--- src/rtl/riscv_mem_arbiter.sv ---
// riscv_mem_arbiter: core/loader arbiter in front of one synchronous single-port memory.
// Latency: gnt one cycle after the req sample edge; rvalid RD_LAT+1 cycles after gnt; writes done in the gnt cycle.
// Backpressure: no queueing; a requester holds req high and stays pending until it wins in IDLE or RESP.
//
// Config : `define RISCV_ARB_ROUND_ROBIN_EN -> round-robin tie-break; undefined -> core has fixed priority.
// Ports  : clk, rst (asynchronous, active-high)
//          c_* / l_* : req, we, addr, wdata in; gnt, rvalid (one-cycle pulses), rdata (held) out
//          m_*       : en, we, addr, wdata out; rdata in (valid RD_LAT cycles after the m_en cycle)
//          busy      : FSM is not in IDLE
// RD_LAT legal range is 1..7 (3-bit wait counter).
module riscv_mem_arbiter #(
   parameter int ADDR_W = 32,
   parameter int DATA_W = 32,
   parameter int RD_LAT = 1
) (
   input  logic              clk,
   input  logic              rst,
   input  logic              c_req,
   input  logic              c_we,
   input  logic [ADDR_W-1:0] c_addr,
   input  logic [DATA_W-1:0] c_wdata,
   output logic              c_gnt,
   output logic              c_rvalid,
   output logic [DATA_W-1:0] c_rdata,
   input  logic              l_req,
   input  logic              l_we,
   input  logic [ADDR_W-1:0] l_addr,
   input  logic [DATA_W-1:0] l_wdata,
   output logic              l_gnt,
   output logic              l_rvalid,
   output logic [DATA_W-1:0] l_rdata,
   output logic              m_en,
   output logic              m_we,
   output logic [ADDR_W-1:0] m_addr,
   output logic [DATA_W-1:0] m_wdata,
   input  logic [DATA_W-1:0] m_rdata,
   output logic              busy
);

   typedef enum logic [1:0] {IDLE, ACCESS, WAIT, RESP} state_t;

   typedef struct packed {
      logic              we;
      logic [ADDR_W-1:0] addr;
      logic [DATA_W-1:0] wdata;
   } req_t;

   state_t     state, state_nxt;
   req_t       cur;        // request that won the last arbitration
   req_t       win;        // request that would win right now
   logic       owner;      // 0 = core, 1 = loader
   logic [2:0] wait_cnt;
   logic       arb_ok;     // FSM is at an arbitration point
   logic       take;       // a request is latched at this edge
   logic       pick_l;     // loader wins the current arbitration

`ifdef RISCV_ARB_ROUND_ROBIN_EN
   logic last_winner;      // 0 = core, 1 = loader

   // A tie goes to whoever did not win last time.
   assign pick_l = l_req & (~c_req | ~last_winner);

   always_ff @(posedge clk or posedge rst) begin
      if (rst) begin
         last_winner <= 1'b1;   // loader, so the core takes the first tie
      end else if (take) begin
         last_winner <= pick_l;
      end
   end
`else
   assign pick_l = l_req & ~c_req;
`endif

   assign take = arb_ok & (c_req | l_req);
   assign win  = pick_l ? {l_we, l_addr, l_wdata} : {c_we, c_addr, c_wdata};

   // Memory address/data simply follow the latched request; m_en qualifies them.
   assign m_addr  = cur.addr;
   assign m_wdata = cur.wdata;

   always_ff @(posedge clk or posedge rst) begin
      if (rst) begin
         state <= IDLE;
      end else begin
         state <= state_nxt;
      end
   end

   always_comb begin
      state_nxt = state;
      arb_ok    = 1'b0;
      m_en      = 1'b0;
      m_we      = 1'b0;
      c_gnt     = 1'b0;
      l_gnt     = 1'b0;
      c_rvalid  = 1'b0;
      l_rvalid  = 1'b0;
      busy      = (state != IDLE);
      case (state)
         IDLE: begin
            arb_ok = 1'b1;
            if (c_req | l_req) state_nxt = ACCESS;
         end
         ACCESS: begin
            m_en      = 1'b1;
            m_we      = cur.we;
            c_gnt     = ~owner;
            l_gnt     = owner;
            state_nxt = cur.we ? IDLE : WAIT;
         end
         WAIT: begin
            if (wait_cnt == 3'd0) state_nxt = RESP;
         end
         RESP: begin
            c_rvalid  = ~owner;
            l_rvalid  = owner;
            arb_ok    = 1'b1;
            state_nxt = (c_req | l_req) ? ACCESS : IDLE;
         end
         default: state_nxt = IDLE;
      endcase
   end

   always_ff @(posedge clk or posedge rst) begin
      if (rst) begin
         cur      <= '0;
         owner    <= 1'b0;
         wait_cnt <= 3'd0;
         c_rdata  <= '0;
         l_rdata  <= '0;
      end else begin
         if (take) begin
            cur   <= win;
            owner <= pick_l;
         end
         // Count down RD_LAT WAIT cycles; the zero count marks the last one.
         if (state == ACCESS && !cur.we) begin
            wait_cnt <= 3'(RD_LAT - 1);
         end else if (state == WAIT && wait_cnt != 3'd0) begin
            wait_cnt <= wait_cnt - 3'd1;
         end
         if (state == WAIT && wait_cnt == 3'd0) begin
            if (owner) l_rdata <= m_rdata;
            else       c_rdata <= m_rdata;
         end
      end
   end

endmodule

--- config.mk ---
export PLATFORM = sky130hd
export DESIGN_NAME = riscv_mem_arbiter
export DESIGN_NICKNAME = d
export VERILOG_FILES = /design/src/rtl/riscv_mem_arbiter.sv
export SDC_FILE = /design/constraint.sdc
export NUM_CORES = 1
export LEC_CHECK = 0
export CAP_MARGIN = 20
export CORE_ASPECT_RATIO = 1.4
export CORE_MARGIN = 4
export CORE_UTILIZATION = 37
export CTS_CLUSTER_SIZE = 10
export DETAILED_ROUTE_END_ITERATION = 16
export PLACE_DENSITY = 0.77
export SYNTH_ARGS = -nofsm -noshare
export SYNTH_HDL_FRONTEND = slang
export SYNTH_SLANG_ARGS = --single-unit
--- constraint.sdc ---
create_clock -name clk -period 4.6 [get_ports clk]
set_input_delay 0.92 -clock clk [delete_from_list [all_inputs] [get_ports clk]]
set_output_delay 0.92 -clock clk [all_outputs]
set_load 0.02 [all_outputs]
==> summary by stage, run 1 <==
Placement
The placer congestion estimate is 0.762. Once placement finished, the instance area stood at 9030 um^2. The post-detailed-placement half-perimeter wirelength is 12,000 um. The number of I/O port buffers is 300. The placed instance count is 952.

Yosys
The synthesized netlist cell count is 533. The fraction of the yosys area taken by sequential cells is 53.5%. The number of enable-type register cells in the synthesized netlist is 0.

In the synthesized netlist the async set-or-reset flop fraction comes to 100%. The register bit count reported by yosys is 135. The average cell area after synthesis is 11.9 um^2. The commonest cells after synthesis are sky130_fd_sc_hd__dfrtp_1 (135), sky130_fd_sc_hd__mux2i_1 (66), sky130_fd_sc_hd__buf_4 (65), sky130_fd_sc_hd__nand2_1 (65), sky130_fd_sc_hd__mux2_2 (60). Of the post-synthesis cell area, the dominant cell type holds 53.5%. The count of yosys warnings during synthesis is 0. The number of distinct library cells after synthesis is 30. The number of nets in the synthesized netlist is 707. The most common cell in the synthesized netlist is sky130_fd_sc_hd__dfrtp_1.

The area of the mapped netlist is 6320 um^2. The synthesized design spends more area on one cell type than any other, namely sky130_fd_sc_hd__dfrtp_1. The most used flip-flop cell after synthesis is sky130_fd_sc_hd__dfrtp_1.

Ranked by total cell area, the synthesized netlist is headed by sky130_fd_sc_hd__dfrtp_1 (53%), sky130_fd_sc_hd__mux2_2 (11%), sky130_fd_sc_hd__mux2i_1 (10%).

CTS
In this run the clock root is driven by a sky130_fd_sc_hd__clkbuf_16. The CTS tree is built. Buffers added to address setup during post-CTS repair amount to 0. The clock drives 135 sinks.

The latest clock arrival within the worst-skew pair is 0.40 ns. The H-tree was split into 4 levels. The count of hold buffers inserted by post-cts repair is 0. The buffer levels on the longest clock path is 2. Clock-pin slew was measured on the worst setup and hold paths at 0.06 ns. The post-cts gate resize count is 0. Buffers inserted during clock tree synthesis total 17.

Global routing
In the global route stage, overall resource usage came out at 16.5%. The wire length of the first global-routing pass is 24,900 um. Entering global routing, the biggest net connects 131 pins. The initial antenna violation count is 0.

Global routing finished with a remaining overflow of 0. The via count of the first global-routing pass is 4,725.

STA
The maximum frequency from static timing analysis is 351 MHz. The part of the cycle the worst path needs is 61.9%. The maximum clock skew at final layout is 0.00969 ns. The final setup violation count is 0. The final hold violation count is 0.

The transition at the pin with the smallest max-transition slack is 0.956 ns. The final max-slew violation count was 0. The worst max-slew margin expressed relative to the limit is 36.1%.

The total negative slack is 0 ns. The smallest clock period supported by the final layout is computed as 2.85 ns. Setup repair after global routing left no endpoint under its margin.

Worst hold path
The startpoint identified for the worst hold timing path is m_addr[12]. The tightest min-delay check is of the reg -> reg type.

Pwr
Summed over all cells, the static leakage comes to 4.04 nW. VDD sags by at most 0.269 mV. The ratio of total power to cell area is 703 nW/um^2.

Routing
Once detail routing completed, the nets flagged for antenna violations numbered 0. The length of the first detailed-routing pass in iterations is 4. The routed layout has 4,598 vias. The detailed router finished its first iteration with 173 violations. The average wire per cell in the routed design is 16.6 um. The total DRC errors in the routed layout is 0. The total routed wirelength is 16,300 um.

The post-detailed-route via-to-cell ratio is 4.67.

Layout
In the final design database the tool counted 943 nets. The final cell utilization of the core is 57.6%. The repair_antennas step left the layout with diodes totalling 0. The relative area change from synthesis to final layout is 52.8%. In the final layout, the share of cells above drive strength 1 is 13.4%.

With fillers left out, the area of the finished cells amounts to 9650 um^2. The non-filler instance count after layout is 985.

Job
The total of max-cap violations is 0.

Critical path
Data arrives at the worst endpoint at 1.93 ns. The worst setup path is launched from a register. For this run, the slowest stage of the critical path takes 0.61 ns. The largest fanout of any net on the critical path is 5. The critical path contains buffers and inverters numbering 2 combined. Walking the worst path, the cells encountered are inv_1, ha_1, nor2b_1, clkdlybuf4s50_1. The largest individual stage delay along the critical path comes from the cell sky130_fd_sc_hd__clkdlybuf4s50_1. The kind of cell adding the most delay to the critical path is buffers and inverters. In this run the critical register-to-register path is launched from state[0].

The required time of the worst setup path is 3.68 ns. The worst setup path is of the reg -> out kind. STA classifies the critical path endpoint as an output pin.

Floorplan
In this run the count of I/O pins placed on the die edge is 301. The number of rows created at floorplan is 56. The die covers 19,300 um^2. The starting density of the core is 37.7%. The die span in y is 163 um.

The floorplan step defined a core boundary enclosing 16,700 um^2. In this run the horizontal extent of the chip is 118 um.

Run status
The run finished with clean final reports.
## layer usage
metal / GRT usage, % / vias to the layer above / share of wire [%]
met5: 0 / - / 0
met4: 5.80 / 0 / 2.3
met3: 6.32 / 22 / 8.7
met2: 29.5 / 210 / 51
met1: 17.9 / 2133 / 38
li1: - / 2233 / -
## worst reg2reg max path: stages (launching register included)
cell	delay [ns]
sky130_fd_sc_hd__dfrtp_1	0.42
sky130_fd_sc_hd__inv_1	0.16
sky130_fd_sc_hd__ha_1	0.37
sky130_fd_sc_hd__nor3b_4	0.24
sky130_fd_sc_hd__buf_4	0.42
sky130_fd_sc_hd__mux2_2	0.42
## flip-flops by register name, summed over array words and instances, names as in the netlist, named ones only
| register | count |
|---|---|
| c_rdata | 32 |
| cur | 1 |
| l_rdata | 32 |
| m_addr | 32 |
| m_wdata | 32 |
| owner | 1 |
| state | 1 |
| wait_cnt | 3 |
## power breakdown
part | switching, mW | internal [mW] | total (mW)
combinational | 1.68 | 1.65 | 3.32
sequential | 0.301 | 1.79 | 2.09
clock | 0.557 | 0.816 | 1.37
total | 2.53 | 4.25 | 6.78
## cells in the final DEF (no fill, tap or decap), drive strengths merged, types with 2 or more instances in the layout
cell type	instances
mux2	64
buf	10
mux2i	66
nor2b	4
a21oi	4
ha	8
o21ai	66
bufinv	2
dfrtp	135
clkinvlp	3
clkinv	3
nand2b	2
inv	14
clkbuf	18
nand2	65
clkdlybuf4s50	300
and2	3
nor2	4
## through the flow
stage                     setup WS, ns  hold WS [ns]  power [mW]
after floorplan                 0.0689         0.451        4.20
after global placement            1.42         0.459        5.37
after detailed placement          1.36         0.469        5.44
after CTS                         1.71         0.483        6.84
after global routing              1.64         0.499        7.19
final                             1.75         0.474        6.78
## kinds of logic after synthesis
family,count (synthesis),share of synthesized area [%]
AOI/OAI and AO/OA,77,6.48
adders and majority gates,8,1.58
buffers and inverters,101,11.0
DFF,135,53.5
muxes,130,21.9
and+or+nand+nor,82,5.66
## area by class of cell
cell class,instances,area [um^2]
Clock buffer,18,429
Sequential cell,135,3380
Clock inverter,14,166
Multi-Input combinational cell,297,2270
Timing Repair Buffer,310,3120
Inverter,8,35.0
Tap cell,203,254
Fill cell,1424,7090
## final timing paths
path / endpoint / slack [ns] / cells past startpoint
min in group asynchronous: c_rdata[24] / 1.06 / 2
worst min-delay path: m_addr[12] / 0.47 / 2
worst min register to register: m_addr[12] / 0.47 / 2
worst max register to register: c_rdata[21] / 2.45 / 5
worst max-delay path: c_gnt / 1.75 / 4
max in group asynchronous: m_wdata[8] / 2.80 / 3
Note: power is estimated with default switching activity, not from simulation.
==> run 2, diff against run 1 <==
clock period = 2.5 ns   (was 4.6 ns; I/O delays follow)
==> run 2 against run 1 <==
  * Register-to-register slack worse by 1.9 ns
  * Worst setup slack worse by 1.6 ns
  * Flip-flop and latch count unchanged
  * Critical path depth unchanged
  * Via count up 0.65%
  * First-iteration DRC count up 2.3%
  * Critical path type unchanged
  * Routed wire length up 1.5%
  * Global-route usage up 0.55 points
  * Clock skew up 0.0049 ns
  * Die area unchanged
==> summary by stage, run 2 (same netlist as run 1, synthesis figures left out) <==
Layout
After the last flow step, the layout net total stands at 951. The footprint of the multi-input gates is 2270 um^2. The repair_antennas step left the layout with diodes totalling 0. The most common cell after layout, fill and taps aside is sky130_fd_sc_hd__clkdlybuf4s50_1. In the final layout, the share of cells above drive strength 1 is 14.4%. The number of fillers in the final layout is 1,410. In the final layout, flip-flops and latches occupy 3380 um^2. The relative area change from synthesis to final layout is 54.4%.

Leaving out fill and tap cells, the most frequent cells in the layout are sky130_fd_sc_hd__clkdlybuf4s50_1 (297), sky130_fd_sc_hd__dfrtp_1 (135), sky130_fd_sc_hd__mux2i_1 (66). The finished cells cover 9760 um^2.

Critical path
The delay of the slowest critical-path stage is 0.60 ns. The class of the most critical setup path is reg -> out. Among cell families on the critical path, the largest total delay comes from buffers and inverters. STA classifies the critical path startpoint as a register. Of all nets on the critical path, the largest fanout is 5. The worst path arrival time is 1.85 ns.

The total buffers and inverters traversed by the critical path is 3. For the worst setup path, the data required time is 2.00 ns. The worst setup path is captured at an output pin. The critical path goes through inv_1, ha_1, inv_1, clkdlybuf4s50_1. The cell repeated most along the worst path is sky130_fd_sc_hd__inv_1.

For this design, the slowest cell found on the critical path is sky130_fd_sc_hd__clkdlybuf4s50_1.

Floorplan
The die span in y is 163 um. The region available for standard cell placement spans 16,700 um^2. The die covers 19,300 um^2. The starting density of the core is 37.7%. The overall die width is 118 um. The total I/O pin count is 301. After floorplanning, the core was divided into 56 placement rows.

Routing
The residual antenna-violating net count after detailed routing is 0. The post-detailed-route via-to-cell ratio is 4.66. The vias after detailed routing is 4,628.

The length of the first detailed-routing pass in iterations is 4. The number of design-rule violations left by the first detailed-router iteration is 177. For this block, the routed nets add up to 16,600 um of wire.

The total DRC errors in the routed layout is 0. After detailed routing, the average wire length per cell comes to 16.7 um.

Global routing
The via count of the first global-routing pass is 4,849. The initial antenna violation count is 1. The global router's overall resource usage is 17.1%. The wire length of the first global-routing pass is 26,000 um. The remaining global-route overflow is 0.

The largest net degree at the start of global routing is 121.

STA
The final hold violation count is 0. The total negative slack is 0 ns. The maximum frequency from static timing analysis is 426 MHz. The part of the cycle the worst path needs is 93.9%. For the finished layout, the period the worst path requires is 2.35 ns. The maximum clock skew at final layout is 0.0145 ns. The final setup violation count is 0. For the pin with the worst max-slew slack, the measured transition is 0.501 ns.

Setup repair after global routing left no endpoint under its margin. The final max-slew violation count is 0. Measured against its own limit, the worst slew margin works out to 66.5%.

CTS
TritonCTS built the clock tree. The number of clock buffers added by TritonCTS is 17. Clock-pin slew was measured on the worst setup and hold paths at 0.07 ns. The longest clock path from root to sink contains 2 buffers.

CTS placed an instance of sky130_fd_sc_hd__clkbuf_16 at the clock tree root. The latest clock arrival within the worst-skew pair is 0.41 ns. The clock net sink count is 135.

The total number of H-tree levels is 4.

Worst hold path
The worst hold path class is in -> async.

Pwr
The analysis attributes to cell leakage a power of 4.14 nW. The worst voltage drop across the vdd grid is 0.740 mV. Dividing total power by cell area gives a power density of 1270 nW/um^2.

Placement
The number of I/O port buffers is 300. Detailed placement finished with a half-perimeter wire length of 12,900 um. The placer congestion estimate is 0.750. In this run the cell area measured after placement is 9180 um^2.

Job
The total of max-cap violations is 0.

Run status
The run finished with clean final reports.
==> run 2: cell types whose count changed in the layout (fill, tap and decap cells not counted), sizes merged <==
cell,change
buf,+8
bufinv,-2
clkdlybuf4s50,-3
clkinv,+1
dlymetal6s2s,+3
inv,+1
==> run 2: what timing repair did <==
item,in CTS,in global routing
resized for setup,0,3
setup endpoints to repair,0,3
buffers inserted,0,0
hold buffers,0,0
==> run 2: final cells by class <==
class / instances / area share (%)
clock buffer: 18 / 4.50
clock inverter: 14 / 1.31
inverter: 8 / 0.346
multi-input combinational: 297 / 23.2
sequential: 135 / 34.6
tap: 203 / 2.60
timing repair buffer: 318 / 33.4
==> run 2: per-stage QoR <==
step | power, mW | std cells | hold WS (ns) | worst slack, ns | util (%)
floorplan | 7.72 | 533 | 0.451 | 0.321 | -
global placement | 9.98 | 961 | 0.461 | 0.315 | 54.8
detailed placement | 10.1 | 961 | 0.469 | 0.258 | 54.8
CTS | 12.6 | 993 | 0.466 | 0.0268 | 58.2
global route | 13.2 | 993 | 0.490 | 0.0429 | 58.3
finish | 12.4 | 993 | 0.460 | 0.153 | 58.3
==> run 2: final timing paths <==
path | from | end | cells after the start | slack [ns]
worst min register to register | m_addr[9] | m_addr[9] | 2 | 0.47
worst max register to register | state[0] | c_rdata[20] | 5 | 0.52
worst max-delay path | state[0] | busy | 4 | 0.15
min in group clk | m_addr[9] | m_addr[9] | 2 | 0.47
worst min-delay path | rst | c_rdata[25] | 2 | 0.46
max in group asynchronous | rst | c_rdata[29] | 3 | 1.41
==> run 2: metal layers <==
layer,GRT usage (%),vias up,wire length (um)
li1,-,2241,-
met1,19.1,2157,6240
met2,30.3,211,8510
met3,6.36,17,1550
met4,5.27,2,252
met5,0,-,13
==> run 2: power by group <==
part / switching, mW / internal [mW] / total [mW]
logic: 3.09 / 3.05 / 6.13
registers: 0.566 / 3.28 / 3.85
clock network: 1.07 / 1.34 / 2.40
